[config.mk]
export PLATFORM = sky130hd
export DESIGN_NAME = instr_encoder_loader_flat
export DESIGN_NICKNAME = d
export VERILOG_FILES = /design/src/rtl/instr_encoder_loader_if.sv /design/src/rtl/instr_encoder_loader.sv /design/src/flat_wrapper.sv
export SDC_FILE = /design/constraint.sdc
export NUM_CORES = 1
export LEC_CHECK = 0
export CAP_MARGIN = 40
export CORE_ASPECT_RATIO = 0.7
export CORE_MARGIN = 2
export CORE_UTILIZATION = 53
export CTS_CLUSTER_SIZE = 24
export DETAILED_ROUTE_END_ITERATION = 16
export MAX_ROUTING_LAYER = met4
export PLACE_DENSITY = 0.8
export SLEW_MARGIN = 5
export SYNTH_ARGS = -nofsm -noshare
export SYNTH_HDL_FRONTEND = slang
export SYNTH_SLANG_ARGS = --single-unit
[constraint.sdc]
create_clock -name clk_i -period 3.05 [get_ports clk_i]
set_clock_uncertainty 0.2 [all_clocks]
set_input_delay 0.305 -clock clk_i [delete_from_list [all_inputs] [get_ports clk_i]]
set_output_delay 0.305 -clock clk_i [all_outputs]
set_load 0.005 [all_outputs]
[src/rtl/instr_encoder_loader_if.sv]
// Request and instruction-memory bus of the program preloader.
// slave: the loader's view. master: the boot sequencer / bench view.
// Request fields arrive with in_valid_i. The memory side is a held write strobe that completes on mem_ack_i.
interface instr_encoder_loader_if;
    logic        in_valid_i;
    logic        in_ready_o;
    logic [3:0]  kind_i;
    logic [4:0]  rs_i;
    logic [4:0]  rt_i;
    logic [4:0]  rd_i;
    logic [5:0]  funct_i;
    logic [15:0] imm_i;
    logic [25:0] target_i;
    logic        flush_i;
    logic        mem_we_o;
    logic [31:0] mem_addr_o;
    logic [31:0] mem_data_o;
    logic        mem_ack_i;
    logic        done_o;
    logic        err_o;
    logic [15:0] words_o;

    modport slave (
        input  in_valid_i, kind_i, rs_i, rt_i, rd_i, funct_i, imm_i, target_i,
        input  flush_i, mem_ack_i,
        output in_ready_o, mem_we_o, mem_addr_o, mem_data_o, done_o, err_o, words_o
    );

    modport master (
        output in_valid_i, kind_i, rs_i, rt_i, rd_i, funct_i, imm_i, target_i,
        output flush_i, mem_ack_i,
        input  in_ready_o, mem_we_o, mem_addr_o, mem_data_o, done_o, err_o, words_o
    );
endinterface

[src/rtl/instr_encoder_loader.sv]
// Encodes symbolic instruction requests into 32-bit words and streams them into instruction memory.
// Latency: request accepted at edge N -> mem_we_o high after edge N+1; at most one word per 2 cycles.
// Backpressure: in_ready_o = !fifo_full; a write is held on the memory bus until mem_ack_i.
// Ports: clk_i, rst_i (async active-low), bus (slave): request in, memory write out, flush/done, err, words.
module instr_encoder_loader #(
    parameter int          DEPTH     = 4,
    parameter int          MEM_WORDS = 32,
    parameter logic [31:0] BASE_ADDR = 32'h0000_0000
) (
    input  logic                  clk_i,
    input  logic                  rst_i,
    instr_encoder_loader_if.slave bus
);
    localparam int          AW        = $clog2(DEPTH);
    localparam logic [31:0] LAST_ADDR = BASE_ADDR + 32'(4 * (MEM_WORDS - 1));

    typedef enum logic {IDLE, WRITE} state_t;

    state_t      state_q, state_d;
    logic [31:0] fifo_mem [DEPTH];
    logic [AW:0] wr_ptr, rd_ptr;
    logic        fifo_full, fifo_empty;
    logic [31:0] enc_word;
    logic        kind_legal;
    logic        accept, push, pop, ack_take, done;
    logic [31:0] mem_addr_q, mem_data_q;
    logic [15:0] words_q;
    logic        err_q, flush_pend_q;

    // Extra pointer bit distinguishes full from empty when the index bits match.
    assign fifo_empty = (wr_ptr == rd_ptr);
    assign fifo_full  = (wr_ptr[AW] != rd_ptr[AW]) && (wr_ptr[AW-1:0] == rd_ptr[AW-1:0]);

    assign accept = bus.in_valid_i && !fifo_full;
    // Illegal kinds complete the handshake but are never stored.
    assign push   = accept && kind_legal;

    // Opcode map, combinational on the request fields.
    always_comb begin
        enc_word   = 32'd0;
        kind_legal = 1'b1;
        case (bus.kind_i)
            4'd0:  enc_word = {6'b000000, bus.rs_i, bus.rt_i, bus.rd_i, 5'd0, bus.funct_i};
            4'd1:  enc_word = {6'b000000, bus.rs_i, 5'd0, 5'd0, 5'd0, 6'b001000};
            4'd2:  enc_word = {6'b001000, bus.rs_i, bus.rt_i, bus.imm_i};
            4'd3:  enc_word = {6'b101100, bus.rs_i, bus.rt_i, bus.imm_i};
            4'd4:  enc_word = {6'b101101, bus.rs_i, bus.rt_i, bus.imm_i};
            4'd5:  enc_word = {6'b001010, bus.rs_i, bus.rt_i, bus.imm_i};
            4'd6:  enc_word = {6'b001011, bus.rs_i, bus.rt_i, bus.imm_i};
            4'd7:  enc_word = {6'b001100, bus.rs_i, 5'd0, bus.imm_i};
            4'd8:  enc_word = {6'b000010, bus.target_i};
            4'd9:  enc_word = {6'b000011, bus.target_i};
            4'd10: enc_word = {6'b001110, bus.rs_i, bus.rt_i, bus.imm_i};
            4'd11: enc_word = {6'b001101, bus.rs_i, 5'd0, bus.imm_i};
            default: kind_legal = 1'b0;
        endcase
    end

    // Writer FSM: pop into the output register, then hold the write until acked.
    always_ff @(posedge clk_i or negedge rst_i) begin
        if (!rst_i) state_q <= IDLE;
        else        state_q <= state_d;
    end

    always_comb begin
        state_d  = state_q;
        pop      = 1'b0;
        ack_take = 1'b0;
        case (state_q)
            IDLE: begin
                if (!fifo_empty) begin
                    pop     = 1'b1;
                    state_d = WRITE;
                end
            end
            WRITE: begin
                if (bus.mem_ack_i) begin
                    ack_take = 1'b1;
                    state_d  = IDLE;
                end
            end
            default: state_d = IDLE;
        endcase
    end

    // Flush completes only once nothing is queued, in flight, or arriving this edge.
    assign done = flush_pend_q && (state_q == IDLE) && fifo_empty && !accept;

    always_ff @(posedge clk_i) begin
        if (push) fifo_mem[wr_ptr[AW-1:0]] <= enc_word;
    end

    always_ff @(posedge clk_i or negedge rst_i) begin
        if (!rst_i) begin
            wr_ptr       <= '0;
            rd_ptr       <= '0;
            mem_addr_q   <= BASE_ADDR;
            mem_data_q   <= 32'd0;
            words_q      <= 16'd0;
            err_q        <= 1'b0;
            flush_pend_q <= 1'b0;
        end else begin
            if (push) wr_ptr <= wr_ptr + {{AW{1'b0}}, 1'b1};
            if (pop) begin
                rd_ptr     <= rd_ptr + {{AW{1'b0}}, 1'b1};
                mem_data_q <= fifo_mem[rd_ptr[AW-1:0]];
            end
            if (ack_take) begin
                words_q    <= words_q + 16'd1;
                mem_addr_q <= (mem_addr_q == LAST_ADDR) ? BASE_ADDR : mem_addr_q + 32'd4;
            end
            if (accept && !kind_legal) err_q <= 1'b1;
            if (done)              flush_pend_q <= 1'b0;
            else if (bus.flush_i)  flush_pend_q <= 1'b1;
        end
    end

    assign bus.in_ready_o = !fifo_full;
    assign bus.mem_we_o   = (state_q == WRITE);
    assign bus.mem_addr_o = mem_addr_q;
    assign bus.mem_data_o = mem_data_q;
    assign bus.done_o     = done;
    assign bus.err_o      = err_q;
    assign bus.words_o    = words_q;
endmodule

[src/flat_wrapper.sv]
// flat-port wrapper written by rule: the top's interface ports become plain ports
module instr_encoder_loader_flat 
#(
    parameter int          DEPTH     = 4,
    parameter int          MEM_WORDS = 32,
    parameter logic [31:0] BASE_ADDR = 32'h0000_0000
)
  (clk_i, rst_i, bus_in_valid_i, bus_kind_i, bus_rs_i, bus_rt_i, bus_rd_i, bus_funct_i, bus_imm_i, bus_target_i, bus_flush_i, bus_mem_ack_i, bus_in_ready_o, bus_mem_we_o, bus_mem_addr_o, bus_mem_data_o, bus_done_o, bus_err_o, bus_words_o);
  instr_encoder_loader_if bus_i ();
  input  logic clk_i;
  input  logic rst_i;
  input wire logic [$bits(bus_i.in_valid_i)-1:0] bus_in_valid_i;
  input wire logic [$bits(bus_i.kind_i)-1:0] bus_kind_i;
  input wire logic [$bits(bus_i.rs_i)-1:0] bus_rs_i;
  input wire logic [$bits(bus_i.rt_i)-1:0] bus_rt_i;
  input wire logic [$bits(bus_i.rd_i)-1:0] bus_rd_i;
  input wire logic [$bits(bus_i.funct_i)-1:0] bus_funct_i;
  input wire logic [$bits(bus_i.imm_i)-1:0] bus_imm_i;
  input wire logic [$bits(bus_i.target_i)-1:0] bus_target_i;
  input wire logic [$bits(bus_i.flush_i)-1:0] bus_flush_i;
  input wire logic [$bits(bus_i.mem_ack_i)-1:0] bus_mem_ack_i;
  output wire logic [$bits(bus_i.in_ready_o)-1:0] bus_in_ready_o;
  output wire logic [$bits(bus_i.mem_we_o)-1:0] bus_mem_we_o;
  output wire logic [$bits(bus_i.mem_addr_o)-1:0] bus_mem_addr_o;
  output wire logic [$bits(bus_i.mem_data_o)-1:0] bus_mem_data_o;
  output wire logic [$bits(bus_i.done_o)-1:0] bus_done_o;
  output wire logic [$bits(bus_i.err_o)-1:0] bus_err_o;
  output wire logic [$bits(bus_i.words_o)-1:0] bus_words_o;
  assign bus_i.in_valid_i = bus_in_valid_i;
  assign bus_i.kind_i = bus_kind_i;
  assign bus_i.rs_i = bus_rs_i;
  assign bus_i.rt_i = bus_rt_i;
  assign bus_i.rd_i = bus_rd_i;
  assign bus_i.funct_i = bus_funct_i;
  assign bus_i.imm_i = bus_imm_i;
  assign bus_i.target_i = bus_target_i;
  assign bus_i.flush_i = bus_flush_i;
  assign bus_i.mem_ack_i = bus_mem_ack_i;
  assign bus_in_ready_o = bus_i.in_ready_o;
  assign bus_mem_we_o = bus_i.mem_we_o;
  assign bus_mem_addr_o = bus_i.mem_addr_o;
  assign bus_mem_data_o = bus_i.mem_data_o;
  assign bus_done_o = bus_i.done_o;
  assign bus_err_o = bus_i.err_o;
  assign bus_words_o = bus_i.words_o;
  instr_encoder_loader #(.DEPTH(DEPTH), .MEM_WORDS(MEM_WORDS), .BASE_ADDR(BASE_ADDR)) u_core (.clk_i(clk_i), .rst_i(rst_i), .bus(bus_i));
endmodule
Word-level counts from Yosys, hierarchy flattened. Memories as Yosys holds them, arrays and structs flattened. A register that Yosys moved wholly into a read port is not among the register bits. Cells that the tools add are included. Widths: inputs -> output; s select.

Logic and storage cells: 55. Input port bits: 72. Bits in writable memories: 128. Output and inout bits: 84. Flip-flop bits (word level): 57. Memories: 1.

Memory list: u_core.fifo_mem (depth 4, bits a word 32, rd ports 1, clocked after memory_dff 1, wr ports 1, RTL line instr_encoder_loader.sv:20) `logic [31:0] fifo_mem [DEPTH];`.

Reduce and logical (&&, ||, !) cells: 14. Mux-type cells: 13. Add/sub/neg operators: 4. Equality and inequality tests: 15. Bitwise gates (word level): 1.

Operator list (count): $pmux 32 s12 (1); $add 32x3->32 const B (1); $eq 32x7->1 const B (1); $mux 32 (1); $add 16x1->16 const B (1); $eq 4x3->1 const B (4); $eq 4x4->1 const B (4); $reduce_or 12->1 (1); $mux 1 (10); $eq 4x2->1 const B (2); $logic_and 1x1->1 (7); $add 3x1->3 const B (2); $eq 4x1->1 const B (1); $logic_not 1->1 (4); $logic_not 4->1 (1); $eq 3x3->1 (1); $eq 2x2->1 (1); $pmux 1 s2 (1); $reduce_bool 2->1 (1); $ne 1x1->1 (1); $not 1->1 (1).

Longest topological paths before layout.
Word-level depth: 7. Gate-level depth with buffers: 6.

Worst setup path after synthesis. No wires, ideal clock.

Kind: register -> register. From: register u_core.rd_ptr[0]. To: memory u_core.fifo_mem[3][0] (enable). Data arrival time: 1.961 ns. Clock period less this slack: 2.553 ns. Required time: 2.458 ns. Setup time: 0.392 ns. Setup slack: 0.497 ns. Path buffers: 1. Stages on the path, launching flop included: 5. Cells stage by stage: dfrtp_1 buf_4 xnor2_2 a311oi_4 and2_1.

Longest elaborated chain between the ends: 7.

Ends and longest elaborated chain: start, declared (RTL line instr_encoder_loader.sv:21) `logic [AW:0] wr_ptr, rd_ptr;`; start signal, assigned (RTL line instr_encoder_loader.sv:105) `rd_ptr <= rd_ptr + {{AW{1'b0}}, 1'b1};`; $eq 2x2->1 (RTL line instr_encoder_loader.sv:32) `assign fifo_full = (wr_ptr[AW] != rd_ptr[AW]) && (wr_ptr[AW-1:0] == rd_ptr[AW-1:0]);`; $logic_and 1x1->1 (RTL line instr_encoder_loader.sv:32); $logic_not 1->1 (RTL line instr_encoder_loader.sv:34) `assign accept = bus.in_valid_i && !fifo_full;`; $logic_and 1x1->1 (RTL line instr_encoder_loader.sv:34); $logic_and 1x1->1 (RTL line instr_encoder_loader.sv:36) `assign push = accept && kind_legal;`; $mux 1 (RTL line instr_encoder_loader.sv:90) `if (push) fifo_mem[wr_ptr[AW-1:0]] <= enc_word;`; $mux 1 (implied by the code) (RTL line instr_encoder_loader.sv:90); end, declared (RTL line instr_encoder_loader.sv:20).

Every way passes these cells.

Worst setup path in the final report.
From: register u_core.rd_ptr[0]. To: output bus_done_o.

Longest elaborated chain between the ends: 6.

Ends and longest elaborated chain: $eq 2x2->1 (RTL line instr_encoder_loader.sv:32); $logic_and 1x1->1 (RTL line instr_encoder_loader.sv:32); $logic_not 1->1 (RTL line instr_encoder_loader.sv:34); $logic_and 1x1->1 (RTL line instr_encoder_loader.sv:34); $logic_not 1->1 (RTL line instr_encoder_loader.sv:87) `assign done = flush_pend_q && (state_q == IDLE) && fifo_empty && !accept;`; $logic_and 1x1->1 * (RTL line instr_encoder_loader.sv:87); end, declared (RTL line flat_wrapper.sv:26) `output wire logic [$bits(bus_i.done_o)-1:0] bus_done_o;`.

Mark *: on every way between the ends. The rest lies on a longest branch, timed or not.

==> flow_metrics.py <==
metrics = {
    "die": {
        "io_pins": 156,
        "start_util_pct": 54.2,
        "core-area_um2": 16300,
        "die_h_um": 112,
        "dieArea_um2": 17700,
        "rows": 39,
        "die_width_um": 158,
    },
    "clock_tree": {
        "cts.clk_slew.worst_paths_ps": 60,
        "cts_tree": "built",
        "cts_buffer_depth": 3,
        "postCtsSetupRepairBufs": 0,
        "clk_latency_ps": 500,
        "htree_num_levels": 1,
        "clock-sinks": 210,
        "cts_buffers": 21,
        "cts_root_buf": "clkbuf_16",
    },
    "sta": {
        "setup-tns-final_ps": 0,
        "slew_headroom_pct": 41.8,
        "slew_viol_final": 0,
        "finalCriticalPeriod_ps": 2850,
        "worst_pin_slew_ps": 866,
        "setup_viol": 0,
        "fin_crit_sh_pct": 93.5,
        "fmax_ghz": 0.351,
        "rsz0062_at_grt": "no",
        "hold_viol": 0,
        "fin_ws_ps": 198,
    },
    "power": {
        "p_clk_share_pct": 24.8,
        "pwr-share-comb_pct": 31.7,
        "leakage_nw": 4.19,
        "seq_power_share_pct": 43.4,
        "power_density_nw_per_um2": 843,
        "power.switching_w": 0.00277,
        "peakVddDrop_mv": 0.446,
        "p_int_w": 0.00680,
        "switching_share_pct": 28.9,
    },
    "yosys": {
        "synth_area_um2": 8830,
        "yosysWarnings": 0,
        "syn_inst": 568,
        "yosysSeqAreaShare_pct": 66.5,
        "synth_seq_cells": 210,
        "syn_area_per_cell_um2": 15.5,
        "synth_cell_types": 47,
    },
    "status": {
        "status": "complete, no violations",
    },
    "worst_setup_path": {
        "cp.required_ps": 2540,
        "path_max_fanout": 13,
        "rrSetupSlack_ps": 680,
        "path_cells": "xor2_1 -> o31ai_1 -> and3_1 -> clkdlybuf4s50_1",
        "slowest_delay_ps": 590,
        "cp-end-kind": "output port",
        "path_depth": 4,
        "rr_startpoint": "u_core.rd_ptr[1]",
        "arrival_ps": 2350,
        "r2r_cells": 5,
        "critical_path_buf_inv_count": 1,
        "worstSetupStartpointType": "register",
        "r2r-end": "u_core.fifo_mem[3][25]",
        "cpMaxStageDelayCell": "dfrtp_4",
        "criticalPathCategory": "reg -> out",
        "cpLargestDelayFamily": "flip-flops",
    },
    "final_layout": {
        "layout_commonest_cell": "clkdlybuf4s50_1",
        "nets": 823,
        "syn_to_final_growth_pct": 28.5,
        "final_cell_mix": "clkdlybuf4s50_1, edfxtp_1, dfrtp_1",
        "drive_above_1_share_pct": 17.7,
    },
    "drt": {
        "dr_total_vias": 5620,
        "drtPass1Iterations": 5,
        "drtAntennaViolNets": 0,
        "viasPerCell": 5.71,
        "drc": 0,
        "wl_per_cell_um": 20.1,
        "routed_wl_mm": 19.8,
        "drt_iter0_drc": 521,
    },
    "global_routing": {
        "grt_pass1_wl_mm": 31.1,
        "grt_usage_pct": 23.6,
        "antenna_found_initial": 0,
        "grt_start_max_net_pins": 44,
        "grt_overflow_total": 0,
        "grt_pass1_vias": 5745,
    },
    "placed_design": {
        "dpl.hpwl_mm": 13.4,
        "io_buffers": 152,
        "place_congestion": 0.868,
        "pre_cts_ws_ps": 472,
    },
    "flow_run": {
        "maxCapViolCount": 0,
    },
    "worst_hold_path": {
        "holdCritPathClass": "in -> async",
    },
}
## synth_stat cells, drive strengths merged
cell type / n / share of area [%]
buf: 13 / 0.96
ha: 7 / 0.99
xor2: 11 / 1.1
xnor2: 40 / 4.1
inv: 12 / 0.51
edfxtp: 124 / 42
nand3: 15 / 0.85
nor2: 21 / 0.92
o22ai: 1 / 0.071
nor2b: 2 / 0.14
o21ai: 9 / 0.51
a22oi: 15 / 1.3
conb: 1 / 0.042
or2: 2 / 0.14
mux4: 31 / 7.9
a221oi: 1 / 0.099
a311oi: 1 / 0.30
a31o: 1 / 0.099
a31oi: 1 / 0.24
nand2b: 1 / 0.071
and2: 7 / 0.51
o2bb2ai: 5 / 0.50
and4: 1 / 0.099
or4: 2 / 0.21
nor3: 10 / 0.68
dfrtp: 86 / 24
nor4: 11 / 0.85
and3: 5 / 0.35
a21oi: 3 / 0.17
a32o: 1 / 0.11
a22o: 10 / 0.99
o31ai: 2 / 0.17
or3: 1 / 0.071
clkbuf: 11 / 0.47
nand2: 51 / 2.2
mux2: 32 / 4.1
nand4: 21 / 1.6
## per-stage QoR
step                instances  hold WS [ps]  power, W  utilization, %  area, um^2
finish                    985           153   0.00957            69.6       11300
global route              984           207    0.0100            69.6       11300
CTS                       984           170   0.00963            69.5       11300
detailed placement        945           131   0.00723            65.7       10700
global placement          944           120   0.00709            65.6       10700
floorplan                 570          -191   0.00588               -        8840
## layer usage
metal / global-route usage [%] / vias up / wire, um
li1: - / 2510 / -
met5: - / - / 0
met4: 6.07 / 0 / 393
met1: 33.3 / 2832 / 8730
met3: 3.93 / 34 / 1290
met2: 36.5 / 244 / 9410
## worst reg2reg max path: cells and delay by family, from the launching register on
kind | cells | cell delay, ps
compound gates | 1 | 440
xor+xnor | 1 | 220
buf+inv | 2 | 530
flops | 1 | 430
simple gates | 1 | 230
## registers in the layout (all words and copies together) (netlist names)
signal and cells:
u_core.bus.err_o 1, u_core.bus.mem_addr_o 30, u_core.bus.mem_data_o 31, u_core.bus.mem_we_o 1, u_core.bus.words_o 16, u_core.fifo_mem 124
u_core.flush_pend_q 1, u_core.rd_ptr 3, u_core.wr_ptr 3
## cell type report
| cell class | instances | area [um^2] |
|---|---|---|
| Antenna cell | 1 | 2.50 |
| Clock buffer | 30 | 559 |
| Clock inverter | 8 | 62.6 |
| Fill cell | 1113 | 4950 |
| Inverter | 12 | 45.0 |
| Multi-Input combinational cell | 324 | 2810 |
| Sequential cell | 210 | 5880 |
| Tap cell | 225 | 282 |
| Timing Repair Buffer | 175 | 1710 |
## worst max-delay path by stage
stage | from | endpoint | slack (ps)
floorplan | u_core.rd_ptr[0] | u_core.fifo_mem[3][0] | 500
global placement | bus_kind_i[2] | u_core.fifo_mem[0][12] | 310
detailed placement | bus_kind_i[2] | u_core.fifo_mem[3][22] | 470
CTS | u_core.rd_ptr[0] | bus_done_o | 90
global route | u_core.rd_ptr[0] | bus_done_o | 100
finish | u_core.rd_ptr[0] | bus_done_o | 200
## power by group through the flow
stage	logic (W)	registers, W	clock network, W
CTS	0.00307	0.00415	0.00241
global route	0.00326	0.00423	0.00254
floorplan	0.00181	0.00408	0
finish	0.00304	0.00415	0.00237
global placement	0.00295	0.00414	0
detailed placement	0.00303	0.00420	0
## logic make-up (layout without fill, tap and decap cells)
logic type	count (synthesis)	in the layout	synth area share, %
AO/OA/AOI/OAI	50	50	4.53
XOR/XNOR	51	51	5.23
adder cells (fa/ha/maj)	7	7	0.992
buffers and inverters	36	225	1.94
flip-flops	210	210	66.5
multiplexers	63	63	12.0
other	1	4	0.0425
AND/OR/NAND/NOR	150	150	8.73
## timing repair
action	in CTS	in global routing
endpoints found under the hold margin	41	0
hold buffers	1	0
gates resized for setup	0	2
setup endpoints to repair	0	1
(Power assumes the default switching activity.)
